`src/rtl/key_event_decoder_pkg.sv`:
```
// Shared key-event definitions: event codes and classifier state encodings.
// Imported by the key event decoder and by the countdown-timer control FSM.
package key_event_decoder_pkg;

    localparam int EVT_W = 3;

    localparam logic [EVT_W-1:0] EVT_NONE   = 3'd0;
    localparam logic [EVT_W-1:0] EVT_SHORT  = 3'd1;
    localparam logic [EVT_W-1:0] EVT_LONG   = 3'd2;
    localparam logic [EVT_W-1:0] EVT_REPEAT = 3'd3;
    localparam logic [EVT_W-1:0] EVT_DOUBLE = 3'd4;

    typedef enum logic [2:0] {
        ST_IDLE     = 3'd0,
        ST_HELD     = 3'd1,
        ST_LONG     = 3'd2,
        ST_WAIT_DBL = 3'd3,
        ST_SWALLOW  = 3'd4
    } key_state_t;

endpackage

```
`src/rtl/key_evt_fifo.sv`:
```
// Small synchronous first-word-fall-through FIFO for key events.
// Pointers carry one extra wrap bit so full and empty are distinguishable.
module key_evt_fifo #(
    parameter int DEPTH = 4,
    parameter int WIDTH = 3
) (
    input  logic             CLK,
    input  logic             CLR_N,
    input  logic             push,
    input  logic             pop,
    input  logic [WIDTH-1:0] din,
    output logic [WIDTH-1:0] dout,
    output logic             full,
    output logic             empty
);

    localparam int AW = $clog2(DEPTH);

    logic [AW:0]      wr_ptr;
    logic [AW:0]      rd_ptr;
    logic [WIDTH-1:0] mem [DEPTH];
    logic             do_push;
    logic             do_pop;

    assign empty   = (wr_ptr == rd_ptr);
    assign full    = (wr_ptr[AW] != rd_ptr[AW]) && (wr_ptr[AW-1:0] == rd_ptr[AW-1:0]);
    assign do_pop  = pop & ~empty;
    // A pop in the same cycle frees the slot, so a push into a full FIFO still lands.
    assign do_push = push & (~full | do_pop);
    assign dout    = mem[rd_ptr[AW-1:0]];

    always_ff @(posedge CLK or negedge CLR_N) begin
        if (!CLR_N) begin
            wr_ptr <= '0;
            rd_ptr <= '0;
        end else begin
            if (do_push) wr_ptr <= wr_ptr + 1'b1;
            if (do_pop)  rd_ptr <= rd_ptr + 1'b1;
        end
    end

    always_ff @(posedge CLK) begin
        if (do_push) mem[wr_ptr[AW-1:0]] <= din;
    end

endmodule

```
`src/rtl/key_event_decoder.sv`:
```
// Classifies debounced key activity into SHORT/LONG/REPEAT events and queues them.
// Define KEY_DEC_DOUBLE_CLICK_EN to add DOUBLE detection (WAIT_DBL/SWALLOW states).
module key_event_decoder
    import key_event_decoder_pkg::*;
#(
    parameter int LONG_PRESS_TICKS = 500,
    parameter int DBL_WINDOW_TICKS = 250,
    parameter int FIFO_DEPTH       = 4
) (
    input  logic             CLK,
    input  logic             CLR_N,
    input  logic             CE,
    input  logic             KEY_UP,
    input  logic             KEY_EN,
    input  logic             EVT_READY,
    input  logic             OVF_CLR,
    output logic             EVT_VALID,
    output logic [EVT_W-1:0] EVT_CODE,
    output logic             OVF
);

    if (LONG_PRESS_TICKS < 2) begin : g_bad_long
        $error("LONG_PRESS_TICKS must be at least 2");
    end
    if (DBL_WINDOW_TICKS < 1) begin : g_bad_dbl
        $error("DBL_WINDOW_TICKS must be at least 1");
    end
    if (FIFO_DEPTH < 2 || (FIFO_DEPTH & (FIFO_DEPTH - 1)) != 0) begin : g_bad_depth
        $error("FIFO_DEPTH must be a power of 2 and at least 2");
    end

    localparam int               HOLD_W    = $clog2(LONG_PRESS_TICKS + 1);
    localparam logic [HOLD_W-1:0] HOLD_LAST = HOLD_W'(LONG_PRESS_TICKS - 1);

    function automatic logic [HOLD_W-1:0] hold_sat_inc(input logic [HOLD_W-1:0] v);
        return (v == {HOLD_W{1'b1}}) ? v : v + HOLD_W'(1);
    endfunction

    key_state_t       state;
    key_state_t       state_nxt;
    logic             key_en_q;
    logic             press_edge;
    logic             rpt_pulse;
    logic             release_evt;
    logic [HOLD_W-1:0] hold_cnt;
    logic             hold_clr;
    logic             hold_inc;
    logic             long_hit;
    logic             push;
    logic [EVT_W-1:0] push_code;
    logic             pop;
    logic             drop;
    logic             fifo_full;
    logic             fifo_empty;
    logic [EVT_W-1:0] fifo_dout;

`ifdef KEY_DEC_DOUBLE_CLICK_EN
    localparam int               WIN_W    = $clog2(DBL_WINDOW_TICKS + 1);
    localparam logic [WIN_W-1:0] WIN_LAST = WIN_W'(DBL_WINDOW_TICKS - 1);

    function automatic logic [WIN_W-1:0] win_sat_inc(input logic [WIN_W-1:0] v);
        return (v == {WIN_W{1'b1}}) ? v : v + WIN_W'(1);
    endfunction

    logic [WIN_W-1:0] win_cnt;
    logic             win_clr;
    logic             win_inc;
    logic             win_expire;

    assign win_expire = CE && (win_cnt == WIN_LAST);

    always_ff @(posedge CLK or negedge CLR_N) begin
        if (!CLR_N)       win_cnt <= '0;
        else if (win_clr) win_cnt <= '0;
        else if (win_inc) win_cnt <= win_sat_inc(win_cnt);
    end
`endif

    assign press_edge  = KEY_UP & ~KEY_EN;
    assign rpt_pulse   = KEY_UP & KEY_EN;
    assign release_evt = key_en_q & ~KEY_EN;
    // Threshold is taken on the tick that would bring hold_cnt to LONG_PRESS_TICKS.
    assign long_hit    = CE && (hold_cnt == HOLD_LAST);

    always_ff @(posedge CLK or negedge CLR_N) begin
        if (!CLR_N) begin
            state    <= ST_IDLE;
            key_en_q <= 1'b0;
        end else begin
            state    <= state_nxt;
            key_en_q <= KEY_EN;
        end
    end

    always_ff @(posedge CLK or negedge CLR_N) begin
        if (!CLR_N)        hold_cnt <= '0;
        else if (hold_clr) hold_cnt <= '0;
        else if (hold_inc) hold_cnt <= hold_sat_inc(hold_cnt);
    end

    always_comb begin
        state_nxt = state;
        case (state)
            ST_IDLE: if (press_edge) state_nxt = ST_HELD;
            ST_HELD: begin
                if (release_evt) begin
`ifdef KEY_DEC_DOUBLE_CLICK_EN
                    state_nxt = ST_WAIT_DBL;
`else
                    state_nxt = ST_IDLE;
`endif
                end else if (long_hit) begin
                    state_nxt = ST_LONG;
                end
            end
            ST_LONG: if (release_evt) state_nxt = ST_IDLE;
`ifdef KEY_DEC_DOUBLE_CLICK_EN
            ST_WAIT_DBL: begin
                if (press_edge)      state_nxt = ST_SWALLOW;
                else if (win_expire) state_nxt = ST_IDLE;
            end
            ST_SWALLOW: if (release_evt) state_nxt = ST_IDLE;
`endif
            default: state_nxt = ST_IDLE;
        endcase
    end

    always_comb begin
        push      = 1'b0;
        push_code = EVT_NONE;
        hold_clr  = 1'b0;
        hold_inc  = 1'b0;
`ifdef KEY_DEC_DOUBLE_CLICK_EN
        win_clr   = 1'b0;
        win_inc   = 1'b0;
`endif
        case (state)
            ST_IDLE: hold_clr = press_edge;
            ST_HELD: begin
                hold_inc = CE;
                if (release_evt) begin
`ifdef KEY_DEC_DOUBLE_CLICK_EN
                    win_clr   = 1'b1;
`else
                    push      = 1'b1;
                    push_code = EVT_SHORT;
`endif
                end else if (long_hit) begin
                    push      = 1'b1;
                    push_code = EVT_LONG;
                end
            end
            ST_LONG: begin
                if (rpt_pulse) begin
                    push      = 1'b1;
                    push_code = EVT_REPEAT;
                end
            end
`ifdef KEY_DEC_DOUBLE_CLICK_EN
            ST_WAIT_DBL: begin
                win_inc = CE;
                if (press_edge) begin
                    push      = 1'b1;
                    push_code = EVT_DOUBLE;
                end else if (win_expire) begin
                    push      = 1'b1;
                    push_code = EVT_SHORT;
                end
            end
`endif
            default: ;
        endcase
    end

    assign pop  = EVT_VALID & EVT_READY;
    assign drop = push & fifo_full & ~pop;

    key_evt_fifo #(
        .DEPTH (FIFO_DEPTH),
        .WIDTH (EVT_W)
    ) u_fifo (
        .CLK   (CLK),
        .CLR_N (CLR_N),
        .push  (push),
        .pop   (pop),
        .din   (push_code),
        .dout  (fifo_dout),
        .full  (fifo_full),
        .empty (fifo_empty)
    );

    assign EVT_VALID = ~fifo_empty;
    assign EVT_CODE  = fifo_empty ? EVT_NONE : fifo_dout;

    // A drop in the same cycle as OVF_CLR keeps the flag set.
    always_ff @(posedge CLK or negedge CLR_N) begin
        if (!CLR_N)       OVF <= 1'b0;
        else if (drop)    OVF <= 1'b1;
        else if (OVF_CLR) OVF <= 1'b0;
    end

endmodule

```
`config.mk`:
```
export PLATFORM = sky130hd
export DESIGN_NAME = key_event_decoder
export DESIGN_NICKNAME = d
export VERILOG_FILES = /design/src/rtl/key_event_decoder_pkg.sv /design/src/rtl/key_evt_fifo.sv /design/src/rtl/key_event_decoder.sv
export SDC_FILE = /design/constraint.sdc
export NUM_CORES = 1
export LEC_CHECK = 0
export BUFFER_PORTS_ARGS = -buffer_cell sky130_fd_sc_hd__clkbuf_2
export CORE_ASPECT_RATIO = 1.4
export CORE_UTILIZATION = 49
export DETAILED_ROUTE_END_ITERATION = 16
export HOLD_SLACK_MARGIN = 0.15
export PLACE_DENSITY = 0.75
export SLEW_MARGIN = 10
export SYNTH_ARGS = -nofsm -noshare
export SYNTH_HDL_FRONTEND = slang
export SYNTH_SLANG_ARGS = --single-unit
```
`constraint.sdc`:
```
create_clock -name CLK -period 5.6 [get_ports CLK]
set_clock_uncertainty 0.15 [all_clocks]
set_input_delay 1.12 -clock CLK [delete_from_list [all_inputs] [get_ports CLK]]
set_output_delay 1.12 -clock CLK [all_outputs]
set_load 0.01 [all_outputs]
```
Word-level counts from Yosys, hierarchy flattened
Memories as Yosys holds them, arrays and structs flattened.
Cells that the tools add are included.
Storage, ports and cells
  input port bits: 7
  memories: 1
  register bits: 20
  word-level logic and storage cells: 64
  memory bits (writable): 8
  output and inout port bits: 5
Memory list
  u_fifo.mem: depth 4, width 2, read ports 1, clocked after memory_dff 0, wr ports 1, RTL line key_evt_fifo.sv:21  | logic [WIDTH-1:0] mem [DEPTH];
Operators by class
  multiplexer cells: 23
  equality and inequality tests: 11
  add/sub/neg operators: 3
  bitwise logic cells: 13
  reductions and logical operators: 7
Operator list (count)
  $mux W9: 3
  $eq A9 B9 Y1 const B: 2
  $mux W3: 5
  $add A9 B1 Y9 const B: 1
  $mux W1: 9
  $pmux W3 S3: 1
  $and A1 B1 Y1: 8
  $add A3 B1 Y3 const B: 2
  $mux W2: 3
  $ne A2 B2 Y1 const B: 3
  $not A1 Y1: 4
  $pmux W2 S2: 1
  $reduce_bool A2 Y1: 2
  $eq A3 B1 Y1 const B: 1
  $eq A3 B2 Y1 const B: 1
  $eq A3 B3 Y1: 1
  $logic_not A3 Y1: 1
  $ne A3 B3 Y1 const B: 1
  $reduce_and A3 Y1: 1
  $eq A2 B2 Y1: 1
  $logic_and A1 B1 Y1: 2
  $pmux W1 S2: 1
  $reduce_and A2 Y1: 1
  $ne A1 B1 Y1: 1
  $or A1 B1 Y1: 1

Depth between registers and ports, before layout
  depth after elaboration: 8
  gate-level depth with buffers: 9
  gate-level depth less buffers: 9

Hierarchy
A second synthesis with hierarchy kept.
Second synthesis, totals
  cell total of the unflattened synthesis: 152
  area total of the unflattened synthesis: 1689.1 um2
Modules (own cells, without submodules)
  key_evt_fifo: times used 1, sequential area each 510.5 um2, area each 880.8 um2, cells each 62
  key_event_decoder: times used 1, sequential area each 325.3 um2, area each 808.3 um2, cells each 90

Least setup slack after synthesis
Ideal clock, no wire load.
  kind: reg2out
  start: register u_fifo.rd_ptr[0]
  end: output port EVT_CODE[0]
  required time: 4330 ps
  path slack: 3171 ps
  path buffers: 0
  stages on the path, launching flop included: 3
  arrival: 1159 ps
  cells stage by stage: dfrtp_1 -> mux4_1 -> and2_1
On the way
  word-level cells in the longest chain between the ends: 2
  elaborated cells between the ends (all ways): 3
  those cells by class: 1 x eq/ne; 1 x mux; 1 x memory
Ends and longest elaborated chain
  start: declaration: RTL line key_evt_fifo.sv:20  | logic [AW:0] rd_ptr;
  start signal: assignment: RTL line key_evt_fifo.sv:38  | if (do_pop) rd_ptr <= rd_ptr + 1'b1;
  $mem_v2 Z4 W2 / $eq A3 B3 Y1 (equally long branches)
  $mux W3 (*): RTL line key_event_decoder.sv:193  | assign EVT_CODE = fifo_empty ? EVT_NONE : fifo_dout;
  end: declaration: RTL line key_event_decoder.sv:18  | output logic [EVT_W-1:0] EVT_CODE,
Every way passes the cells marked *; elsewhere a longest branch is shown, timed or not.

Final worst setup path
  start: register u_fifo.rd_ptr[0]
  end: output port EVT_CODE[1]
Same word-level chain as after synthesis.

==> out/results.txt <==
Syn Area/Cell = 11.7 µm²
EDFF count, synth = 8
TritonCTS Buffers = 3
Die Width = 48.5 µm
Max Root-Sink Buffers = 2
Peak VDD IR = 0.237 mV
Top-count cell post-synth = dfrtp_1
Unique masters post-synth = 39
Syn_nets = 144
Drt initial violations = 28
Synth top area share = 32.1%
Core box area = 2880 µm²
PortBufs = 10
Post-CTS Resized = 0
CTS tree = yes
Final weighted congestion of routability-driven global placement = 0.793
Commonest cells post-synth = 19 x dfrtp_1, 11 x xnor2_1, 10 x ha_1, 10 x inv_1, 10 x nor2_1
Pleak = 0.736 nW
Fin nets = 158
HPWL Detailed = 1860 µm
Setup repair bufs after CTS = 0
Critical Path Source = u_fifo.rd_ptr[0]
Ys async rst share = 70.4%
TNS Setup = 0 ps
Hold_buf cts = 0
Avg WL per Cell = 13.6 µm
#FFs+latches synth = 27
DRC violations left = 0
CTS H-Tree Depth = 1
Reg clk slew, reported paths = 90 ps
Yosys warning total = 0
Post-Syn Area = 1480 µm²
DRT antenna net count = 0
Power density over the cells = 383 nW/µm²
Vias in the first global route = 1014
Setup Crit Path Kind = reg -> out
Cell taking the most area after synthesis = dfrtp_1
Critical Path RT = 4330 ps
Worst skew pair latency = 270 ps
RSZ-0062 raised after global routing = no
CTS root buffer = clkbuf_8
R2R Setup Slk = 3310 ps
Synth Instances = 127
Sink Count = 27
Highest Clock Rate = 0.349 GHz
Critical Path Sink Type = output port
Vias per inst = 5.53
Die height = 67.0 µm
Overflow after GRT = 0
Final Hold Viols = 0
Ports = 12
Crit-path max FO = 5
Routed wire length = 2410 µm
HP Class = reg -> reg
Critical Path End = EVT_CODE[1]
Crit share post-route = 51.2%
Top post-synthesis cells by area = dfrtp_1 32%, edfxtp_1 16%, ha_1 8.5%
Initial Util = 51.4%
Worst-margin pin slew = 654 ps
Die outline area = 3250 µm²
Row count = 23
Reg2Reg Depth = 9
DRT Pass-1 Iters = 4
Reg2reg end = hold_cnt[7]
Max_cap viols = 0
Total Routing Usage GR = 17.4%
Antenna violations before repair = 0
Pre-CTS setup slack = 3020 ps
Most used DFF post-synth = dfrtp_1
Final min period = 2870 ps
Sequential fraction of the synthesis area = 48.4%
Largest net degree at the start of global routing = 20
Final setup margin = 2730 ps
Outcome = finished, final reports clean
Syn-to-layout area delta = 9.13%
Final Max Tran Viols = 0
First-pass GRT wire length = 4190 µm
Layout cells sized above 1 = 18.6%
Overall power = 0.000619 W
CP startpoint kind = flip-flop
WP data arrival = 1600 ps
Worst r2r src = hold_cnt[0]
Finish-stage setup viols = 0
Rel. slew slack = 56.3%
Antenna cells = 0
Via count = 978
==> report_power, final <==
group,total [W],internal [W],leakage [nW],switching (W)
Combinational,0.000231,0.000111,0.393,0.000121
Sequential,0.000280,0.000240,0.317,0.0000401
Clock,0.000107,0.0000498,0.0255,0.0000575
Total,0.000619,0.000400,0.736,0.000218
==> placed cells by master (no fill, tap or decap), types with 2 or more instances in the layout <==
cell,count
a21oi_1,5
and2_1,5
and2_2,2
and3_2,2
clkbuf_2,10
clkbuf_8,3
dfrtp_1,19
edfxtp_1,8
ha_1,10
inv_1,10
mux2_1,2
mux2i_1,2
mux4_1,2
nand2_1,7
nand2b_1,2
nand3_1,3
nor2_1,10
nor3_1,3
o21ai_0,2
xnor2_1,11
xor2_1,2
==> kinds of logic after synthesis <==
kind of cell / count (synthesis) / share of synthesized area [%]
fa+ha+maj: 10 / 8.45
simple gates: 44 / 18.4
other cells: 1 / 0.253
flops: 27 / 48.4
buf+inv: 11 / 3.04
compound gates: 15 / 7.35
mux: 6 / 6.42
xor+xnor: 13 / 7.69
==> cell type report <==
class | instances | area [µm²]
Clock inverter | 1 | 5.00
Inverter | 10 | 37.5
Clock buffer | 3 | 41.3
Multi-Input combinational cell | 89 | 719
Timing Repair Buffer | 10 | 50.0
Fill cell | 258 | 1260
Sequential cell | 27 | 716
Tap cell | 37 | 46.3
==> how the worst min path moves through the flow <==
| stage | end | slack [ps] | cells after the start | startpoint |
|---|---|---|---|---|
| 3_5_place_dp | u_fifo.wr_ptr[2] | 330 | 1 | u_fifo.wr_ptr[2] |
| 3_3_place_gp | u_fifo.wr_ptr[2] | 330 | 1 | u_fifo.wr_ptr[2] |
| 5_1_grt | u_fifo.wr_ptr[2] | 350 | 1 | u_fifo.wr_ptr[2] |
| 2_1_floorplan | u_fifo.wr_ptr[2] | 310 | 1 | u_fifo.wr_ptr[2] |
| 6_report | u_fifo.wr_ptr[2] | 340 | 1 | u_fifo.wr_ptr[2] |
| 4_1_cts | u_fifo.wr_ptr[2] | 340 | 1 | u_fifo.wr_ptr[2] |
==> state kept, by name, summed over array words and instances, names as in the netlist <==
name / cells
u_fifo.rd_ptr: 3
OVF: 1
u_fifo.mem: 8
key_en_q: 1
hold_cnt: 9
state: 2
u_fifo.wr_ptr: 3
==> worst max-delay path, stage by stage (launching register included) <==
cell and delay (ps):
dfrtp_1 480, mux4_1 570, and2_1 160, clkbuf_2 120
==> through the flow <==
step	utilization, %	cells	instance area (µm²)	hold slack (ps)
2_1_floorplan	-	127	1480	312
4_1_cts	56.1	177	1620	344
3_3_place_gp	54.5	173	1570	329
5_1_grt	56.1	177	1620	351
6_report	56.1	177	1620	338
3_5_place_dp	54.5	173	1570	328
==> layer usage <==
layer  wire length [µm]  share of wire (%)  GRT usage [%]
met1                967                 40           17.5
met2               1340                 56           34.5
met3                 58                2.4           2.05
met4                 46                1.9           9.19
met5                  0                  0              0
No activity file was read; power rests on OpenSTA's default activity.
